## src/rtl/textwr_pkg.sv

```systemverilog
// textwr_pkg: ASCII codes and state encoding shared by the text writer
package textwr_pkg;
  localparam logic [7:0] ASC_BS       = 8'h08;
  localparam logic [7:0] ASC_TAB      = 8'h09;
  localparam logic [7:0] ASC_LF       = 8'h0A;
  localparam logic [7:0] ASC_FF       = 8'h0C;
  localparam logic [7:0] ASC_CR       = 8'h0D;
  localparam logic [7:0] ASC_SPACE    = 8'h20;
  localparam logic [7:0] ASC_PRINT_LO = 8'h20;
  localparam logic [7:0] ASC_PRINT_HI = 8'h7E;
  typedef enum logic [1:0] {CLR_ALL, IDLE, CLR_ROW} state_t;
endpackage

```

## src/rtl/textbuf_writer.sv

```systemverilog
// textbuf_writer: UART byte stream to row/column text RAM writes with cursor and circular scroll
// Optional: define TEXTWR_BS_ERASE_EN to make backspace blank the character it steps back over.
module textbuf_writer import textwr_pkg::*; #(
  parameter int COLS  = 160,
  parameter int ROWS  = 64,
  parameter int COL_W = 8,
  parameter int ROW_W = 6,
  parameter int TAB_W = 8
) (
  input  logic                   clk,
  input  logic                   reset,
  input  logic [7:0]             in_data,
  input  logic                   in_valid,
  output logic                   in_ready,
  output logic                   wr_en,
  output logic [ROW_W+COL_W-1:0] wr_addr,
  output logic [7:0]             wr_data,
  output logic [ROW_W-1:0]       scroll_row,
  output logic [ROW_W-1:0]       cursor_row,
  output logic [COL_W-1:0]       cursor_col
);
  localparam logic [COL_W-1:0] COL_LAST = COL_W'(COLS - 1);
  localparam logic [ROW_W-1:0] ROW_LAST = ROW_W'(ROWS - 1);
  localparam logic [COL_W-1:0] TAB_MASK = COL_W'(TAB_W - 1);
  state_t                   state, state_n;
  logic [ROW_W-1:0]         clr_row, clr_row_n, scroll_n, crow_n, row_inc;
  logic [COL_W-1:0]         clr_col, clr_col_n, ccol_n;
  logic [ROW_W+COL_W-1:0]   wr_addr_n;
  logic [7:0]               wr_data_n;
  logic [COL_W:0]           tab_n;
  logic                     clr_fin, clr_fin_n, in_ready_n, wr_en_n, last, nl;
  // Next-state: clear sequencing (shared row/col counter, clr_fin marks the idle-return cycle) and byte interpretation
  always_comb begin
    state_n    = state;
    clr_row_n  = clr_row;
    clr_col_n  = clr_col;
    clr_fin_n  = clr_fin;
    in_ready_n = in_ready;
    wr_en_n    = 1'b0;
    wr_addr_n  = wr_addr;
    wr_data_n  = wr_data;
    scroll_n   = scroll_row;
    crow_n     = cursor_row;
    ccol_n     = cursor_col;
    row_inc    = cursor_row + 1'b1;
    tab_n      = {1'b0, cursor_col | TAB_MASK} + 1'b1;
    last       = clr_col == COL_LAST && (state == CLR_ROW || clr_row == ROW_LAST);
    nl         = 1'b0;
    if (state != IDLE) begin
      if (clr_fin) begin
        state_n    = IDLE;
        in_ready_n = 1'b1;
      end else begin
        wr_en_n   = 1'b1;
        wr_addr_n = {clr_row, clr_col};
        wr_data_n = ASC_SPACE;
        clr_col_n = clr_col == COL_LAST ? '0 : clr_col + 1'b1;
        clr_row_n = clr_col == COL_LAST ? clr_row + 1'b1 : clr_row;
        clr_fin_n = last;
      end
    end else if (in_valid && in_ready) begin
      if (in_data >= ASC_PRINT_LO && in_data <= ASC_PRINT_HI) begin
        wr_en_n   = 1'b1;
        wr_addr_n = {cursor_row, cursor_col};
        wr_data_n = in_data;
        ccol_n    = cursor_col + 1'b1;
        nl        = cursor_col == COL_LAST;
      end else if (in_data == ASC_CR) begin
        ccol_n = '0;
      end else if (in_data == ASC_LF) begin
        nl = 1'b1;
      end else if (in_data == ASC_BS) begin
        if (cursor_col != '0) begin
          ccol_n = cursor_col - 1'b1;
`ifdef TEXTWR_BS_ERASE_EN
          wr_en_n   = 1'b1;
          wr_addr_n = {cursor_row, ccol_n};
          wr_data_n = ASC_SPACE;
`endif
        end
      end else if (in_data == ASC_TAB) begin
        ccol_n = tab_n > {1'b0, COL_LAST} ? COL_LAST : tab_n[COL_W-1:0];
      end else if (in_data == ASC_FF) begin
        ccol_n     = '0;
        crow_n     = '0;
        scroll_n   = '0;
        state_n    = CLR_ALL;
        clr_row_n  = '0;
        clr_col_n  = '0;
        clr_fin_n  = 1'b0;
        in_ready_n = 1'b0;
      end
      if (nl) begin
        ccol_n     = '0;
        crow_n     = row_inc;
        scroll_n   = row_inc == scroll_row ? scroll_row + 1'b1 : scroll_row;
        state_n    = CLR_ROW;
        clr_row_n  = row_inc;
        clr_col_n  = '0;
        clr_fin_n  = 1'b0;
        in_ready_n = 1'b0;
      end
    end
  end
  // State and output registers; reset restarts the full-screen clear from address 0
  always_ff @(posedge clk or posedge reset) begin
    if (reset) begin
      state      <= CLR_ALL;
      clr_row    <= '0;
      clr_col    <= '0;
      clr_fin    <= 1'b0;
      in_ready   <= 1'b0;
      wr_en      <= 1'b0;
      wr_addr    <= '0;
      wr_data    <= ASC_SPACE;
      scroll_row <= '0;
      cursor_row <= '0;
      cursor_col <= '0;
    end else begin
      state      <= state_n;
      clr_row    <= clr_row_n;
      clr_col    <= clr_col_n;
      clr_fin    <= clr_fin_n;
      in_ready   <= in_ready_n;
      wr_en      <= wr_en_n;
      wr_addr    <= wr_addr_n;
      wr_data    <= wr_data_n;
      scroll_row <= scroll_n;
      cursor_row <= crow_n;
      cursor_col <= ccol_n;
    end
  end
endmodule

```

## config.mk

```make
export PLATFORM = sky130hd
export DESIGN_NAME = textbuf_writer
export DESIGN_NICKNAME = d
export VERILOG_FILES = /design/src/rtl/textwr_pkg.sv /design/src/rtl/textbuf_writer.sv
export SDC_FILE = /design/constraint.sdc
export NUM_CORES = 1
export LEC_CHECK = 0
export CAP_MARGIN = 30
export CORE_MARGIN = 10
export CORE_UTILIZATION = 40
export DETAILED_ROUTE_END_ITERATION = 8
export PLACE_DENSITY = 0.68
export SYNTH_ARGS = -nofsm -noshare
export SYNTH_HDL_FRONTEND = slang
export SYNTH_SLANG_ARGS = --single-unit
```

## constraint.sdc

```tcl
create_clock -name clk -period 6.7 [get_ports clk]
set_input_delay 1.34 -clock clk [delete_from_list [all_inputs] [get_ports clk]]
set_output_delay 1.34 -clock clk [all_outputs]
set_load 0.03 [all_outputs]
```

==> flow_summary.json <==
{
  "cts_max_path_buffers": 2,
  "cp_slowest_cell": "clkdlybuf4s50_1",
  "cts_buffers": 9,
  "p_sw_mw": 0.157,
  "p_per_area_nw_per_um2": 150,
  "drc_errors": 0,
  "grt_pass1_vias": 3351,
  "cellLeakagePower_nw": 1.85,
  "grt_max_degree": 61,
  "initial_core_util_pct": 41.7,
  "cp-start-kind": "input pin",
  "viasPerCell": 5.72,
  "grt_use_met3_pct": 4.24,
  "placed_cell_area_um2": 4280,
  "yosysTopAreaCell": "dfrtp_1",
  "grt_pass1_wl_mm": 16.3,
  "design_area_um2": 4440,
  "cts_root_buffer": "clkbuf_8",
  "max_slew.worst_pin.slew_ns": 0.850,
  "fp.dieH_um": 116,
  "n_antenna_cell": 0,
  "detail_route.first_pass.iterations": 4,
  "min_period_over_period_pct": 62.1,
  "area_growth_pct": 20.4,
  "clock_skew_ns": 0.00593,
  "die_area_um2": 13500,
  "synth_top_area_share_pct": 40.0,
  "wl_mm": 9.83,
  "maxSlewHeadroom_pct": 43.2,
  "rsz0062_at_grt": "no",
  "numPortBuffers": 54,
  "criticalPathCategory": "input pin to register",
  "insertion_delay_ns": 0.33,
  "grt_usage_pct": 14.9,
  "synth-edff-count": 0,
  "cts_num_sinks": 60,
  "gr-usage-met1_pct": 18.9,
  "routedWlPerCell_um": 16.4,
  "die_w_um": 116,
  "cts_resized": 0,
  "async_reset_ff_share_pct": 100,
  "cp-end-kind": "register",
  "routabilityCongestion": 0.894,
  "io_pins": 55,
  "drtAntennaViolNets": 0,
  "p_clk_share_pct": 41.7,
  "synth_seq_cells": 60,
  "cts_tree": "yes",
  "tns_ns": 0,
  "synthTopCellsByArea": "dfrtp_1 (40%), nand2_1 (7.6%), o21ai_0 (7.1%), nor2_1 (3.9%), a31oi_1 (3.6%)",
  "core_area_um2": 8850,
  "cp_cell_sequence": "clkdlybuf4s50_1 -> nand4_1 -> o21bai_1 -> o311a_1 -> o21ai_0 -> buf_2 -> a21oi_1 -> a31oi_1",
  "grt-ovfl-total": 0,
  "place_ws_ns": 2.28,
  "cts_setup_buffers": 0,
  "hold_class": "register to register",
  "combPwrFrac_pct": 3.9,
  "cts.clk_slew.worst_paths_ns": 0.06,
  "power_frac_seq_pct": 54.4,
  "status": "finished clean",
  "hpwl_mm": 7.08,
  "hold_buffers": 0,
  "synth_warnings": 0,
  "cp_max_fo": 16,
  "crit_arrival_ns": 4.37,
  "syn_avg_cell_area_um2": 8.23,
  "initialDrtViolationCount": 241,
  "setup_viol_count_final": 0,
  "final_max_slew_viol_count": 0,
  "num_vias": 3429,
  "switching_share_pct": 23.5,
  "slowest_delay_ns": 0.81,
  "fill_cells": 867,
  "min_period_ns": 4.16,
  "finalHoldViolCount": 0,
  "syn_nets": 468,
  "top_usage_layer": "met2",
  "fmax_mhz": 240,
  "ys_seq_area_share_pct": 40.8,
  "hold-worst-slack_ns": 0.495,
  "maxCapViolCount": 0,
  "antenna_found_initial": 0,
  "synth-main-ff-cell": "dfrtp_1",
  "met2_usage_pct": 23.8,
  "crit_required_ns": 6.91,
  "syn_area_um2": 3690,
  "drive_above_1_share_pct": 8.15,
  "htree_levels": 3,
  "intPower_mw": 0.510,
  "rows": 34,
  "postLayoutSetupSlackWorst_ns": 2.54,
  "synth_cell_types": 63,
  "postSynthCellCount": 448,
  "peakVddDrop_mv": 0.0867,
  "layout.nets": 508
}
-- placed cells by master, fill, tap and decap left out, types with 3 or more instances in the layout --
cell type | Yosys | routed
nand2_1 | 75 | 75
dfrtp_1 | 59 | 59
clkdlybuf4s50_1 | 0 | 54
o21ai_0 | 52 | 51
nor2_1 | 38 | 38
a31oi_1 | 21 | 21
nand3_1 | 19 | 19
a21oi_1 | 19 | 19
inv_1 | 14 | 13
xnor2_1 | 11 | 11
clkbuf_8 | 0 | 10
ha_1 | 9 | 9
nand4_1 | 6 | 6
and3_1 | 5 | 5
a21o_1 | 5 | 5
and2_1 | 5 | 5
nor4_1 | 5 | 5
nor2b_1 | 4 | 4
or2_2 | 4 | 4
a31o_2 | 4 | 4
nor3b_1 | 4 | 4
xor2_1 | 4 | 4
o21a_1 | 3 | 3
o31ai_1 | 3 | 3
or3_1 | 3 | 3
a22o_1 | 3 | 3
clkinv_2 | 0 | 3
buf_4 | 1 | 3
-- through the flow --
stage          total power [mW]  utilization, %  instances
4_1_cts                   0.672            50.2        599
2_1_floorplan             0.382               -        448
3_3_place_gp              0.395            48.2        583
3_5_place_dp              0.395            48.4        585
6_report                  0.666            50.2        599
5_1_grt                   0.695            50.2        599
-- cell usage after synthesis, types with 5 or more instances --
cell type	n
a21o_1	5
a21oi_1	19
a31oi_1	21
and2_1	5
and3_1	5
buf_2	8
clkbuf_1	20
dfrtp_1	59
ha_1	9
inv_1	14
nand2_1	75
nand3_1	19
nand4_1	6
nor2_1	38
nor4_1	5
o21ai_0	52
xnor2_1	11
-- state kept, by name (all words and copies together) (netlist names) --
register	count
wr_addr	14
clr_col	8
cursor_col	8
wr_data	8
clr_row	6
cursor_row	6
scroll_row	6
state	2
clr_fin	1
wr_en	1
-- power by group through the flow --
stage	clock [mW]	combinational [mW]	sequential [mW]
4_1_cts	0.283	0.0265	0.362
5_1_grt	0.304	0.0296	0.362
3_3_place_gp	0	0.0259	0.369
2_1_floorplan	0	0.0130	0.369
6_report	0.278	0.0260	0.362
3_5_place_dp	0	0.0264	0.369
-- layout make-up --
type	instances	area [um^2]	share of cell area [%]
flip-flops and latches	60	1500	33.9
well taps	108	135	3.04
inverters	14	52.6	1.18
clock buffers	11	141	3.18
repair buffers	59	583	13.1
clock inverters	3	15.0	0.338
multi-input cells	344	2010	45.3
-- worst max-delay path: cells and delay by family --
| kind | cells | cell delay, ns |
|---|---|---|
| AO/OA/AOI/OAI | 5 | 1.76 |
| AND/OR/NAND/NOR | 1 | 0.19 |
| buffers and inverters | 2 | 1.07 |
-- final timing paths --
kind                            endpoint  depth (start not counted)     startpoint  slack [ns]
min                           wr_data[7]                          2     wr_data[7]        0.49
max in group asynchronous     wr_addr[4]                          3          reset        4.64
min in group asynchronous     wr_data[1]                          3          reset        1.53
max reg2reg                scroll_row[2]                          7  cursor_col[0]        3.86
max                           clr_row[4]                          8     in_data[0]        2.54
min reg2reg                   wr_data[7]                          2     wr_data[7]        0.49
-- per-layer routing --
metal / up-vias / wire length, um
met5: - / 0
met4: 0 / 90
met3: 6 / 601
met2: 104 / 4620
met1: 1640 / 4520
li1: 1679 / -
-- cells by family after synthesis --
family / synth area share [%]
compound gates: 23.5
xor+xnor: 3.56
fa+ha+maj: 3.05
buf+inv: 4.85
flops: 40.8
mux: 0.577
simple gates: 23.7
No activity file was read; power rests on OpenSTA's default activity.
==> patch 1: new RTL, config.mk and constraints unchanged <==
Encoding of `state_t`: now one-hot (3 bits for 3 states).
--- a/src/rtl/textwr_pkg.sv
+++ b/src/rtl/textwr_pkg.sv
@@ -9,5 +9,5 @@
   localparam logic [7:0] ASC_PRINT_LO = 8'h20;
   localparam logic [7:0] ASC_PRINT_HI = 8'h7E;
-  typedef enum logic [1:0] {CLR_ALL, IDLE, CLR_ROW} state_t;
+  typedef enum logic [2:0] {CLR_ALL = 3'b001, IDLE = 3'b010, CLR_ROW = 3'b100} state_t;
 endpackage
 
Check against the original RTL: no difference found for any inputs over 10 cycles, from zero or initial values and one cycle with reset high; not proved beyond that.
==> patch 1 against the original RTL <==
- final cell count grew 2.3%
- register-to-register slack gained 0.07 ns
- routed wire length grew 7.0%
- sequential cell count grew 1
- synthesized area grew 3.5%
- design area grew 4.6%
- worst setup slack gained 0.090 ns
- critical path depth shrank 1
- critical path type unchanged
- highest routed layer unchanged
Power is not compared: it rests on default switching activity, and its combinational part moved more than twofold at a synthesized area within 25%.
==> patch 1: results (changes against the original RTL) <==
status -> complete, no violations
largest cells by area after synthesis -> dfrtp_1, nand2_1, o21ai_0
Main synth FF type -> dfrtp_1
vias in the first global route -> 3431 (+2.4%)
Iter 0 DRT Violations -> 307 (+27%)
dpl hpwl -> 7590 um (+7.2%)
HP Class -> flop to flop
gp weighted congestion -> 0.881 (-1.4%)
proportion of layout cells with a drive suffix above 1 -> 0.0868 (+0.00531)
first-pass iteration count of the detailed router -> 5 (+1)
WP data arrival -> 4.32 ns (-0.05 ns)
wire per inst -> 17.2 um (+4.6%)
Via density -> 5.82 (+1.7%)
worst-case clock buffer depth -> 2 (unchanged)
initial antenna violation count -> 0 (unchanged)
# Post-CTS Setup Buffers -> 0 (unchanged)
largest net degree at the start of global routing -> 62 (+1.6%)
CP Max Fanout -> 29 (+13)
Slew HR -> 0.377 (-0.0546)
Biggest register -> wr_addr
Root Buffer -> clkbuf_8
GRT Util Overall -> 0.149 (-0.000897)
Synth async-reset ratio -> 1.00 (unchanged)
cts repair resizes -> 0 (unchanged)
Commonest cells post-synth -> nand2_1, dfrtp_1, nor2_1
H-tree levels -> 3 (unchanged)
max reg flops -> 14 (unchanged)
sequential fraction of the synthesis area -> 0.401 (-0.00688)
Worst Clk Skew -> 0.00657 ns (+0.000646 ns)
nets@finish -> 499 (-1.8%)
antenna cell count -> 0 (unchanged)
Distinct cells, synth -> 70 (+11%)
first-pass GRT wire length -> 17400 um (+6.7%)
Mapped Nets -> 456 (-2.6%)
hold_ws -> 0.510 ns (+0.0152 ns)
register-to-register path setup slack -> 3.93 ns (+0.07 ns)
## patch 1: cell count changes in the layout (fill, tap and decap cells not counted), sizes merged, moves of 5 or more
cell / change
and4: +5
nand2: -15
nor2: +8
nor3: +7
o21ai: -14
o31ai: +5
## patch 1: final timing paths
check	startpoint	to	cells past startpoint
min	wr_data[3]$_DFFE_PP0P_	wr_data[3]$_DFFE_PP0P_	2
max reg2reg	cursor_col[1]$_DFFE_PP0P_	clr_col[7]$_DFFE_PP0P_	7
max	in_data[0]	wr_addr[11]$_DFFE_PP0P_	7
max in group asynchronous	reset	wr_data[7]$_DFFE_PP0P_	3
min in group asynchronous	reset	wr_addr[11]$_DFFE_PP0P_	3
min reg2reg	wr_data[3]$_DFFE_PP0P_	wr_data[3]$_DFFE_PP0P_	2
## patch 1: power breakdown
group          switching [mW]  internal [mW]  leakage [nW]
logic                   0.448          0.280         0.936
clock network           0.147          0.202         0.106
registers              0.0911          0.455         0.803
total                   0.687          0.937          1.84
## patch 1: final cells by class
| cell class | count | area [um2] |
|---|---|---|
| Timing Repair Buffer | 56 | 563 |
| Sequential cell | 61 | 1530 |
| Fill cell | 921 | 4640 |
| Multi-Input combinational cell | 339 | 2130 |
| Inverter | 12 | 45.0 |
| Clock inverter | 3 | 42.5 |
| Clock buffer | 13 | 169 |
| Tap cell | 129 | 161 |
## patch 1: worst max-delay path, cell delays in order
cell             delay (ns)
clkdlybuf4s50_1        0.73
and2_1                 0.36
a311oi_4               0.47
nand2_1                0.34
nand2_1                0.79
nor2_1                 0.09
a31oi_1                0.19
## patch 1: cells by family after synthesis
kind of cell | after synthesis | synth area share
xor+xnor | 18 | 0.0525
mux | 3 | 0.00852
buf+inv | 36 | 0.0410
flops | 61 | 0.401
fa+ha+maj | 9 | 0.0295
simple gates | 185 | 0.249
compound gates | 124 | 0.219
## patch 1: per-layer routing
layer / part of all wire / vias to the layer above / track usage
li1: - / 1677 / -
met3: 0.092 / 13 / 0.0576
met5: 0 / - / 0
met4: 0.012 / 0 / 0.0340
met1: 0.46 / 1717 / 0.198
met2: 0.44 / 163 / 0.221
## patch 1: through the flow
stage	utilization	setup slack, ns	cells	power, mW	area (um2)
after floorplan	-	3.61	436	1.03	3820
after global placement	0.476	2.45	596	1.26	4420
after detailed placement	0.477	2.33	597	1.28	4430
after CTS	0.500	2.69	613	1.64	4640
after global routing	0.500	2.38	613	1.73	4640
final	0.500	2.63	613	1.62	4640
==> patch 2: new RTL, same flow settings <==
Without the edit above. The parameter `ROW_W` goes from 6 to 8.
--- a/src/rtl/textbuf_writer.sv
+++ b/src/rtl/textbuf_writer.sv
@@ -5,5 +5,5 @@
   parameter int ROWS  = 64,
   parameter int COL_W = 8,
-  parameter int ROW_W = 6,
+  parameter int ROW_W = 8,
   parameter int TAB_W = 8
 ) (
Ports: changed (resized cursor_row, scroll_row and wr_addr); port bits go from 55 to 61. The function was not compared with the original's and may differ.
==> patch 2 against the original RTL <==
- sequential cell count increased by 8
- via count is 16% higher
- synthesized area increased by 15%
- clock skew is 0.0038 ns higher
- worst setup slack improved by 0.23 ns
- design area is 16% higher
- routed wire length grew 18%
- count of clock-buffer cells in the layout up 1
- synthesized cell count up 14%
- largest cell class unchanged
Power is not compared: it rests on default switching activity, and its combinational part moved more than twofold at a synthesized area within 25%.
==> patch 2: results (changes against the original RTL) <==
M3 GR Usage -> 0.0294 (-0.0130)
WL met2 -> 5180 um (+12%)
Via density -> 5.73 (+0.18%)
Worst Min Path Start -> wr_data[4]$_DFFE_PP0P_
status -> complete, no violations
CP Max Fanout -> 33 (+17)
Iter 0 DRT Violations -> 453 (+88%)
register-to-register path setup slack -> 3.91 ns (+0.05 ns)
nets@finish -> 573 (+13%)
vias in the first global route -> 3754 (+12%)
met1 WL -> 5350 um (+18%)
first-pass iteration count of the detailed router -> 7 (+3)
Reg2Reg Launch Point -> cursor_col[1]$_DFFE_PP0P_
largest net degree at the start of global routing -> 69 (+13%)
mux cell area share after synthesis -> 0.00711 (+0.00134)
GRT Util Overall -> 0.153 (+0.00363)
met1 GRT Util -> 0.209 (+0.0196)
max reg flops -> 16 (+2)
sequential fraction of the synthesis area -> 0.403 (-0.00451)
xor/xnor share of the synthesized area -> 0.0406 (+0.00494)
Port Buffers -> 60 (+11%)
Synth Area in Compound Gates -> 0.211 (-0.0237)
hold worst-path end -> wr_data[4]$_DFFE_PP0P_
dpl hpwl -> 8360 um (+18%)
Mapped Nets -> 529 (+13%)
[patch 2: changes by cell type after synthesis, moves of 5 or more]
cell and change:
dfrtp_1 +8, inv_1 +6, nand2_1 +6, nand2b_1 +5
nand3_1 +10, nor3_1 +8, o21ai_0 -6
[patch 2: layout make-up]
cell class / count / area [um2]
timing repair buffer: 63 / 631
inverter: 20 / 75.1
clock buffer: 12 / 155
tap: 136 / 170
multi-input combinational: 391 / 2330
sequential: 68 / 1700
clock inverter: 4 / 95.1
fill: 980 / 5170
[patch 2: worst max-delay path by stage]
stage	start	cells after the start	to	slack (ns)
finish	in_data[7]	7	wr_addr[5]$_DFFE_PP0P_	2.77
global route	in_data[7]	7	wr_addr[10]$_DFFE_PP0P_	2.37
CTS	in_data[7]	7	wr_addr[5]$_DFFE_PP0P_	2.74
detailed placement	in_data[7]	7	wr_addr[5]$_DFFE_PP0P_	2.38
global placement	in_data[7]	7	wr_addr[11]$_DFFE_PP0P_	2.53
floorplan	in_data[6]	6	scroll_row[5]$_DFFE_PP0P_	3.56
[patch 2: critical path, delay by kind of cell]
kind | cells | cell delay [ns]
AND/OR/NAND/NOR | 3 | 1.30
AO/OA/AOI/OAI | 3 | 0.98
buffers and inverters | 1 | 0.56
[patch 2: cells by family (layout without fill, tap and decap cells)]
family / Yosys count / count (layout)
AND/OR/NAND/NOR: 220 / 220
AO/OA/AOI/OAI: 140 / 140
flip-flops: 68 / 68
buffers and inverters: 50 / 99
XOR/XNOR: 18 / 18
adder cells (fa/ha/maj): 10 / 10
multiplexers: 3 / 3
[patch 2: metrics by stage]
stage	cell area [um2]	power (mW)	instances
5_1_grt	5160	1.24	694
2_1_floorplan	4230	0.665	509
6_report	5160	1.19	694
3_3_place_gp	4890	0.763	677
3_5_place_dp	4890	0.769	677
4_1_cts	5140	1.19	693
